**src/rtl/sck_edge_tick_recovery_pkg.sv**
```systemverilog
// Shared definitions for the SPI-side tick recovery and readout FSMs.
// Holds the link state encoding and a width helper that never returns zero.
package sck_edge_tick_recovery_pkg;

   typedef enum logic [1:0] {
      StIdle   = 2'd0,
      StActive = 2'd1,
      StError  = 2'd2
   } link_state_e;

   function automatic int unsigned clog2_min1(input int unsigned value);
      return (value <= 1) ? 1 : $clog2(value);
   endfunction

endpackage

```
**src/rtl/sync_edge_detect.sv**
```systemverilog
// Multi-stage synchroniser with registered copy for rise/fall detection.
// Edges are reported only once the compared sample came from the pin, not from reset.
module sync_edge_detect #(
   parameter int unsigned SYNC_STAGES = 2,
   parameter bit          RESET_LEVEL = 1'b0
) (
   input  logic clk,
   input  logic rst,
   input  logic din,
   output logic rise,
   output logic fall
);

   logic [SYNC_STAGES-1:0] chain_q;
   logic                   prev_q;
   logic [SYNC_STAGES:0]   fill_q;
   logic                   level;
   logic                   primed;

   always_ff @(posedge clk or posedge rst) begin
      if (rst) begin
         chain_q <= {SYNC_STAGES{RESET_LEVEL}};
         prev_q  <= RESET_LEVEL;
         fill_q  <= '0;
      end else begin
         chain_q <= {chain_q[SYNC_STAGES-2:0], din};
         prev_q  <= chain_q[SYNC_STAGES-1];
         fill_q  <= {fill_q[SYNC_STAGES-1:0], 1'b1};
      end
   end

   // prev_q holds a real pin sample only after SYNC_STAGES+1 clocks out of reset;
   // this keeps a CS_n held low through reset from looking like a falling edge.
   assign primed = fill_q[SYNC_STAGES];
   assign level  = chain_q[SYNC_STAGES-1];
   assign rise   = primed & level & ~prev_q;
   assign fall   = primed & ~level & prev_q;

endmodule

```
**src/rtl/sck_edge_tick_recovery.sv**
```systemverilog
// Recovers SCK edge pulses and a programmable per-word tick from raw SPI pins,
// with a stall watchdog that parks the link in ERROR until the frame ends.
module sck_edge_tick_recovery
   import sck_edge_tick_recovery_pkg::*;
#(
   parameter int unsigned  SYNC_STAGES    = 2,
   parameter int unsigned  BITS_PER_WORD  = 16,
   parameter int unsigned  TICK_EDGE      = 3,
   parameter int unsigned  TIMEOUT_CYCLES = 1000,
   localparam int unsigned CW             = clog2_min1(BITS_PER_WORD)
) (
   input  logic          clk,
   input  logic          rst,
   input  logic          spi_sck_in,
   input  logic          spi_cs_n_in,
   output logic          sck_rise,
   output logic          sck_fall,
   output logic          word_tick,
   output logic [CW-1:0] edge_count,
   output logic          active,
   output logic          timeout_err
);

   localparam int unsigned   WW       = clog2_min1(TIMEOUT_CYCLES + 1);
   localparam logic [WW-1:0] WD_LIMIT = WW'(TIMEOUT_CYCLES);
   localparam logic [CW-1:0] CNT_LAST = CW'(BITS_PER_WORD - 1);

   logic sck_rise_det, sck_fall_det, cs_rise_det, cs_fall_det;

   link_state_e   state_q, state_d;
   logic [WW-1:0] wd_q, wd_d;
   logic [CW-1:0] cnt_q, cnt_d;
   logic          rise_q, rise_d, fall_q, fall_d, tick_q, tick_d;
   logic          active_q, err_q;

   sync_edge_detect #(
      .SYNC_STAGES (SYNC_STAGES),
      .RESET_LEVEL (1'b0)
   ) u_sck_sync (
      .clk  (clk),
      .rst  (rst),
      .din  (spi_sck_in),
      .rise (sck_rise_det),
      .fall (sck_fall_det)
   );

   sync_edge_detect #(
      .SYNC_STAGES (SYNC_STAGES),
      .RESET_LEVEL (1'b1)
   ) u_cs_sync (
      .clk  (clk),
      .rst  (rst),
      .din  (spi_cs_n_in),
      .rise (cs_rise_det),
      .fall (cs_fall_det)
   );

   always_comb begin
      state_d = state_q;
      wd_d    = wd_q;
      rise_d  = 1'b0;
      fall_d  = 1'b0;
      tick_d  = 1'b0;
      unique case (state_q)
         StIdle: begin
            wd_d = '0;
            if (cs_fall_det) state_d = StActive;
         end
         StActive: begin
            // Deselect wins over any SCK edge landing in the same cycle.
            if (cs_rise_det) begin
               state_d = StIdle;
            end else begin
               rise_d = sck_rise_det;
               fall_d = sck_fall_det;
               tick_d = sck_fall_det && (32'(cnt_q) == TICK_EDGE);
               if (sck_rise_det || sck_fall_det) begin
                  wd_d = '0;
               end else if (wd_q != WD_LIMIT) begin
                  wd_d = wd_q + 1'b1;
               end
               if (wd_d == WD_LIMIT) state_d = StError;
            end
         end
         StError: begin
            if (cs_rise_det) state_d = StIdle;
         end
         default: state_d = StIdle;
      endcase
   end

   // The count advances the cycle after the sck_fall pulse, so the tick compare
   // always sees the pre-increment value (falls are >= 4 clocks apart).
   always_comb begin
      cnt_d = cnt_q;
      if (state_d == StIdle) begin
         cnt_d = '0;
      end else if (state_q == StActive && fall_q) begin
         cnt_d = (cnt_q == CNT_LAST) ? '0 : cnt_q + 1'b1;
      end
   end

   always_ff @(posedge clk or posedge rst) begin
      if (rst) begin
         state_q  <= StIdle;
         wd_q     <= '0;
         cnt_q    <= '0;
         rise_q   <= 1'b0;
         fall_q   <= 1'b0;
         tick_q   <= 1'b0;
         active_q <= 1'b0;
         err_q    <= 1'b0;
      end else begin
         state_q  <= state_d;
         wd_q     <= wd_d;
         cnt_q    <= cnt_d;
         rise_q   <= rise_d;
         fall_q   <= fall_d;
         tick_q   <= tick_d;
         active_q <= (state_d == StActive);
         err_q    <= (state_d == StError);
      end
   end

   assign sck_rise    = rise_q;
   assign sck_fall    = fall_q;
   assign word_tick   = tick_q;
   assign edge_count  = cnt_q;
   assign active      = active_q;
   assign timeout_err = err_q;

endmodule

```
**config.mk**
```make
export PLATFORM = sky130hd
export DESIGN_NAME = sck_edge_tick_recovery
export DESIGN_NICKNAME = d
export VERILOG_FILES = /design/src/rtl/sck_edge_tick_recovery_pkg.sv /design/src/rtl/sync_edge_detect.sv /design/src/rtl/sck_edge_tick_recovery.sv
export SDC_FILE = /design/constraint.sdc
export NUM_CORES = 1
export LEC_CHECK = 0
export CAP_MARGIN = 40
export CORE_ASPECT_RATIO = 0.75
export CORE_UTILIZATION = 45
export DETAILED_ROUTE_END_ITERATION = 8
export PLACE_DENSITY_LB_ADDON = 0.25
export SYNTH_ARGS = -nofsm -noshare
export SYNTH_HDL_FRONTEND = slang
export SYNTH_SLANG_ARGS = --single-unit
```
**constraint.sdc**
```tcl
create_clock -name clk -period 2.1 [get_ports clk]
set_clock_uncertainty 0.15 [all_clocks]
set_input_delay 0.21 -clock clk [delete_from_list [all_inputs] [get_ports clk]]
set_output_delay 0.21 -clock clk [all_outputs]
set_load 0.02 [all_outputs]
```
# Yosys cells after proc, flatten, opt, wreduce, memory -nomap -nowiden
# Cells that the tools add are included.
totals:
  ram_bits: 0
  register_bits: 33
  mem_bits_ro: 0
  wordCells: 65
  in_bits: 4
  n_memories: 0
  output_inout_bits: 9
  latch_bits: 0
classes:
  div_mod_pow: 0
  addsub: 2
  magnitude_cmp: 0
  n_bitwise: 12
  n_shift: 0
  mul: 0
  n_reduce_logical: 8
  n_mux: 20
  n_eq_ne: 9
ops:
  columns: ["cell", "count"]
  rows:
  - ["10-bit two-way mux", 5]
  - ["10-bit case mux with 2 select lines", 1]
  - ["4-bit two-way mux", 3]
  - ["10-bit by 1-bit adder with 10-bit output (second input constant)", 1]
  - ["10-bit == test (second input constant)", 1]
  - ["10-bit != test (second input constant)", 1]
  - ["1-bit bitwise AND", 8]
  - ["2-bit two-way mux", 4]
  - ["1-bit two-way mux", 6]
  - ["2-bit case mux with 3 select lines", 1]
  - ["4-bit by 1-bit adder with 4-bit output (second input constant)", 1]
  - ["2-bit by 1-bit == test with 1-bit output (second input constant)", 2]
  - ["2-bit == test (second input constant)", 2]
  - ["4-bit by 2-bit == test with 1-bit output (second input constant)", 1]
  - ["4-bit == test (second input constant)", 1]
  - ["2-bit zero test", 2]
  - ["1-bit inverter", 4]
  - ["2-bit nonzero test", 2]
  - ["1-bit logical AND", 2]
  - ["2-bit != test (second input constant)", 1]
  - ["2-bit AND reduction", 1]
  - ["1-bit logical OR", 1]

# Longest topological paths before layout
logic_depth:
  ltp_word: 13
  mapped_depth: 7
  ltp_nobuf: 7

# Hierarchy
# From an unflattened synthesis, not the netlist that was laid out.
unflattened:
  cells_unflattened: 144
  area_unflattened_um2: 1544.0
by_module_without_submodules:
  columns: ["module", "area_per_inst_um2", "cells_each", "n_inst"]
  rows:
  - ["sck_edge_tick_recovery", 1189.9, 124, 1]
  - ["sync_edge_detect at u_cs_sync", 178.9, 10, 1]
  - ["sync_edge_detect at u_sck_sync", 175.2, 10, 1]

# Worst setup path after synthesis
# Ideal clock, no wire load.
synth_path:
  path_type: "register -> register"
  from: "reg wd_q[1]"
  to: "reg active_q, in the netlist active"
  required_time_ns: 1.823
  slack_ns: 0.130
  setup_ns: 0.127
  n_path_buf: 1
  stages_incl_launch_ff: 8
  arrival_time_ns: 1.693
  path_cell_list: "dfrtp_1 ha_1 buf_2 nand2_1 or3_1 a221oi_2 a32o_1 a21oi_1"
synth_via:
  elab_chain_len: 10
  elab_cells_between_ends: 11
  classes_between: "add/sub (1); eq/ne (3); mux (7)"
synth_lines:
  columns: ["element", "line", "source"]
  rows:
  - ["from (decl)", "sck_edge_tick_recovery.sv:31", "logic [WW-1:0] wd_q, wd_d;"]
  - ["from (signal assigned)", "sck_edge_tick_recovery.sv:115", "wd_q <= wd_d;"]
  - ["10-bit by 1-bit adder with 10-bit output or 10-bit != test (tied branches)", "sck_edge_tick_recovery.sv:80, sck_edge_tick_recovery.sv:79", null]
  - ["10-bit two-way mux (*)", "sck_edge_tick_recovery.sv:79", "end else if (wd_q != WD_LIMIT) begin"]
  - ["10-bit two-way mux (*)", "sck_edge_tick_recovery.sv:77", "if (sck_rise_det || sck_fall_det) begin"]
  - ["10-bit two-way mux (*)", "sck_edge_tick_recovery.sv:71", "if (cs_rise_det) begin"]
  - ["10-bit two-way mux (*)", "sck_edge_tick_recovery.sv:64", "unique case (state_q)"]
  - ["10-bit == test (*)", "sck_edge_tick_recovery.sv:82", "if (wd_d == WD_LIMIT) state_d = StError;"]
  - ["2-bit two-way mux (*)", "sck_edge_tick_recovery.sv:82", null]
  - ["2-bit two-way mux (*)", "sck_edge_tick_recovery.sv:71", null]
  - ["2-bit case mux with 3 select lines (*)", "sck_edge_tick_recovery.sv:64", null]
  - ["2-bit by 1-bit == test with 1-bit output (*)", "sck_edge_tick_recovery.sv:120", "active_q <= (state_d == StActive);"]
  - ["to (signal assigned)", "sck_edge_tick_recovery.sv:120", null]
  - ["to (decl)", "sck_edge_tick_recovery.sv:34", "logic active_q, err_q;"]
# Every way passes the cells marked *; elsewhere a longest branch is shown, timed or not. The select of a mux whose other input is x is not followed.
# A chain may end at the register's enable or synchronous reset.

# Final worst setup path
layout_path:
  from: "reg wd_q[1]"
  to: "reg state_q[1]"
layout_via:
  elab_chain_len: 9
  elab_cells_between_ends: 10
  classes_between: "add/sub (1); eq/ne (2); mux (7)"
layout_lines:
  columns: ["element", "line", "source"]
  rows:
  - ["10-bit by 1-bit adder with 10-bit output or 10-bit != test (tied branches)", "sck_edge_tick_recovery.sv:80, sck_edge_tick_recovery.sv:79", null]
  - ["10-bit two-way mux (*)", "sck_edge_tick_recovery.sv:79", null]
  - ["10-bit two-way mux (*)", "sck_edge_tick_recovery.sv:77", null]
  - ["10-bit two-way mux (*)", "sck_edge_tick_recovery.sv:71", null]
  - ["10-bit two-way mux (*)", "sck_edge_tick_recovery.sv:64", null]
  - ["10-bit == test (*)", "sck_edge_tick_recovery.sv:82", null]
  - ["2-bit two-way mux (*)", "sck_edge_tick_recovery.sv:82", null]
  - ["2-bit two-way mux (*)", "sck_edge_tick_recovery.sv:71", null]
  - ["2-bit case mux with 3 select lines (*)", "sck_edge_tick_recovery.sv:64", null]
  - ["net state_d[1]", "sck_edge_tick_recovery.sv:30", "link_state_e state_q, state_d;"]
  - ["to (signal assigned)", "sck_edge_tick_recovery.sv:105", "state_q <= StIdle;"]
  - ["to (signal assigned)", "sck_edge_tick_recovery.sv:114", "state_q <= state_d;"]
  - ["to (decl)", "sck_edge_tick_recovery.sv:30", null]
# The timed path passes the listed nets; every way through them passes the cells marked *. The select of a mux whose other input is x is not followed.

==> results.md <==
| Result | This run |
|:---|:---|
| Final Hold Violating Endpoints | 0 |
| Sequential Power Share | 44.2% |
| Post-layout instance area | 0.00187 mm2 |
| Via count of the first global-routing pass | 1030 |
| Number of enable flip-flop cells after synthesis | 0 |
| Num Clock Sinks | 30 |
| Die boundary width | 69.6 um |
| Area of the multi-input gates | 759 um2 |
| Floorplan Core Area | 0.00329 mm2 |
| Post-route DRC | 0 |
| Hold Crit Class | in2async |
| Fraction of the mapped netlist area in adder cells | 2.43% |
| Leakage component of the power | 0.773 nW |
| Overall power of the completed layout | 1.49 mW |
| Worst ir drop on vdd | 0.372 mV |
| Fraction of the mapped netlist area in compound gates | 19.5% |
| Share of total power in combinational logic | 23.6% |
| Number of standard-cell rows in the floorplan | 18 |
| Detailed router's first-iteration violation count | 148 |
| Switching power summed over all nets | 0.451 mW |
| Initial core utilization | 46.9% |
| Worst endpoint required time | 2150 ps |
| Via Count | 1318 |
| Clock Tree Buf Depth | 2 |
| Number of nets in the layout | 191 |
| Clock tree from TritonCTS | yes |
| Main area contributors after synthesis | sky130_fd_sc_hd__dfrtp_1 (44%), sky130_fd_sc_hd__nand2_1 (5.4%), sky130_fd_sc_hd__dfstp_2 (5.1%), sky130_fd_sc_hd__o21ai_0 (3.6%), sky130_fd_sc_hd__a21oi_1 (3.2%) |
| Share of the clock period used by the worst path after layout | 97.9% |
| Chip height | 52.7 um |
| Register area | 754 um2 |
| Post-synthesis share of cell area spent on xor and xnor gates | 1.14% |
| Top Ports | 13 |
| Most common cell in the synthesized netlist | sky130_fd_sc_hd__dfrtp_1 |
| Warnings, synthesis | 0 |
| DRT antenna net count | 0 |
| Worst slack after detailed placement | 93.1 ps |
| Proportion of synthesized area in mux cells | 0.730% |
| # fillers | 274 |
| Length of the first detailed-routing pass in iterations | 5 |
| Mapped Cells | 161 |
| Estimated wirelength of the detail-placed design | 2210 um |
| Hold buffer count at cts | 0 |
| IO Port Bufs | 12 |
| Async set-or-reset flop fraction in the synthesized netlist | 100% |
| Final worst slack | 44.0 ps |
| Fin crit period | 2060 ps |
| GRT Residual Overflow | 0 |
| Later-pin clock latency in the skew report | 280 ps |
| Outcome | completed |
| Simple-gate share of the synthesized area | 24.0% |
| Overall fraction of global-route tracks in use | 18.3% |
| Max-slew violation count | 0 |
| Final standard cell utilization of the core | 56.8% |
| Global-route wire length before repair | 4920 um |
| Timing-limited maximum frequency | 486 MHz |
| Final setup vio count | 0 |
| Number of standard cells in the layout, taps in and fillers out | 225 |
| CTS clk-pin slew, worst paths | 70 ps |
| Vias per std cell | 5.86 |
| Final worst hold slack | 144 ps |
| Cts bufs inserted | 5 |
| Transition time of the tightest slew-check pin | 519 ps |
| Setup Total Neg Slack | 0 ps |
| Antenna violations before repair | 0 |
| Largest net degree at the start of global routing | 31 |
| P per Cell Area | 796 mW/mm2 |
| Crit path DAT | 2110 ps |
| Area share of the largest cell type after synthesis | 43.8% |
| Most frequent cells after synthesis | sky130_fd_sc_hd__dfrtp_1 (27), sky130_fd_sc_hd__nand2_1 (22), sky130_fd_sc_hd__o21ai_0 (11) |
| Post-placement cell count | 216 |
| Synthesized area per cell | 9.58 um2 |
| Critical Path Start Type | register |
| Fraction of final layout cells sized beyond drive strength 1 | 15.7% |
| Detailed-route wire length per cell | 14.0 um |
| Leading register cell type out of synthesis | sky130_fd_sc_hd__dfrtp_1 |
| Number of inserted diodes | 0 |
| Combinational family with the most area after synthesis | simple AND/OR/NAND/NOR gates |
| Remaining max-slew budget at the tightest pin | 65.3% |
| Buffer cell driving the clock tree root | sky130_fd_sc_hd__clkbuf_8 |
| Int Power | 1.04 mW |
| Area overhead of the layout relative to synthesis | 21.2% |
| Critical-path maximum fanout | 5 |
| Crit Path Category | reg2reg |
| Kind of end point of the critical path | register |
| Unique cell type count in the Yosys netlist | 47 |
| Post-Syn Area | 0.00154 mm2 |
| Switching part of the total power | 30.3% |
| Cell Area, Placed | 0.00175 mm2 |
| H-tree level count | 2 |
| Clock share of power | 32.2% |
| Register bit total from synthesis | 30 |
| Max-cap check violation count | 0 |
| Nets in the synthesized netlist | 168 |
| Die Footprint | 0.00367 mm2 |
| Routability-driven placement congestion ratio | 0.895 |
| Detailed Route WL | 3160 um |
| Sequential element share of the synthesized area | 48.9% |
| Cell taking the most area after synthesis | sky130_fd_sc_hd__dfrtp_1 |
## state kept, by name (all words and copies together), names as in the netlist
signal and cells:
state_q 2, edge_count 4, timeout_err 1, u_cs_sync.prev_q 1
sck_fall 1, u_cs_sync.fill_q 3, wd_q 10, u_sck_sync.prev_q 1
u_sck_sync.chain_q 2, u_cs_sync.chain_q 2, active 1, word_tick 1
sck_rise 1
## placed cells by master, fill, tap and decap left out, types with 2 or more instances in the layout
cell type / instances
sky130_fd_sc_hd__nor2_1: 9
sky130_fd_sc_hd__and4_1: 2
sky130_fd_sc_hd__nand2_1: 22
sky130_fd_sc_hd__o211ai_1: 2
sky130_fd_sc_hd__or3_1: 4
sky130_fd_sc_hd__o21ai_0: 11
sky130_fd_sc_hd__nand2b_1: 5
sky130_fd_sc_hd__ha_1: 2
sky130_fd_sc_hd__dfstp_2: 3
sky130_fd_sc_hd__clkdlybuf4s50_1: 12
sky130_fd_sc_hd__nand4b_1: 2
sky130_fd_sc_hd__inv_1: 4
sky130_fd_sc_hd__o21ai_1: 3
sky130_fd_sc_hd__buf_4: 10
sky130_fd_sc_hd__nor3_1: 3
sky130_fd_sc_hd__nand4_1: 2
sky130_fd_sc_hd__nand3_1: 8
sky130_fd_sc_hd__and3_1: 3
sky130_fd_sc_hd__a32o_1: 2
sky130_fd_sc_hd__a31oi_1: 4
sky130_fd_sc_hd__nor3b_1: 2
sky130_fd_sc_hd__a21oi_1: 10
sky130_fd_sc_hd__clkbuf_8: 6
sky130_fd_sc_hd__dfrtp_1: 27
## power groups by stage
stage,Sequential [mW],Clock (mW),Combinational (mW)
2_1_floorplan,0.671,0,0.190
3_3_place_gp,0.661,0,0.305
3_5_place_dp,0.665,0,0.314
4_1_cts,0.655,0.494,0.320
5_1_grt,0.662,0.525,0.378
6_report,0.658,0.479,0.351
## cell type report
cell class                      count  area share [%]
Tap cell                           40            2.68
Clock inverter                      2           0.669
Timing Repair Buffer               22            10.4
Sequential cell                    30            40.4
Clock buffer                        6            4.42
Inverter                            4           0.803
Multi-Input combinational cell    121            40.6
## cell families (layout without fill, tap and decap cells)
family	Yosys count	after routing
simple gates	69	69
compound gates	45	45
flops	30	30
buf+inv	10	34
fa+ha+maj	3	3
xor+xnor	2	2
other cells	1	1
mux	1	1
## final timing paths
kind	from	end	slack (ps)	cells past startpoint
worst max register to register	wd_q[1]	state_q[1]	40	7
max in group asynchronous	rst	u_cs_sync.prev_q	1350	3
worst min register to register	u_cs_sync.fill_q[0]	u_cs_sync.fill_q[1]	200	0
min in group clk	spi_cs_n_in	u_cs_sync.chain_q[0]	180	1
worst min-delay path	rst	wd_q[9]	140	3
worst max-delay path	wd_q[1]	state_q[1]	40	7
## routing by layer
metal  global-route usage (%)  wire length, um  part of all wire [%]  vias up
met1                     25.8             1530                    48      618
met5                        0                0                     0        -
met4                     10.7               36                   1.1        0
li1                         -                -                     -      640
met2                     24.8             1340                    42       55
met3                     5.19              254                   8.0        5
## critical path: stages (launching register included)
cell                      delay, ps
sky130_fd_sc_hd__dfrtp_1        450
sky130_fd_sc_hd__inv_1           70
sky130_fd_sc_hd__ha_1           330
sky130_fd_sc_hd__nor4b_2        300
sky130_fd_sc_hd__o21a_1         180
sky130_fd_sc_hd__o32a_1         190
sky130_fd_sc_hd__nand4_1        130
sky130_fd_sc_hd__a21oi_1        170
## repair_timing
action                     4_1_cts  5_1_grt
setup endpoints to repair        0        4
setup buffers                    0        1
resized for setup                0        3
No activity file was read; power rests on OpenSTA's default activity.
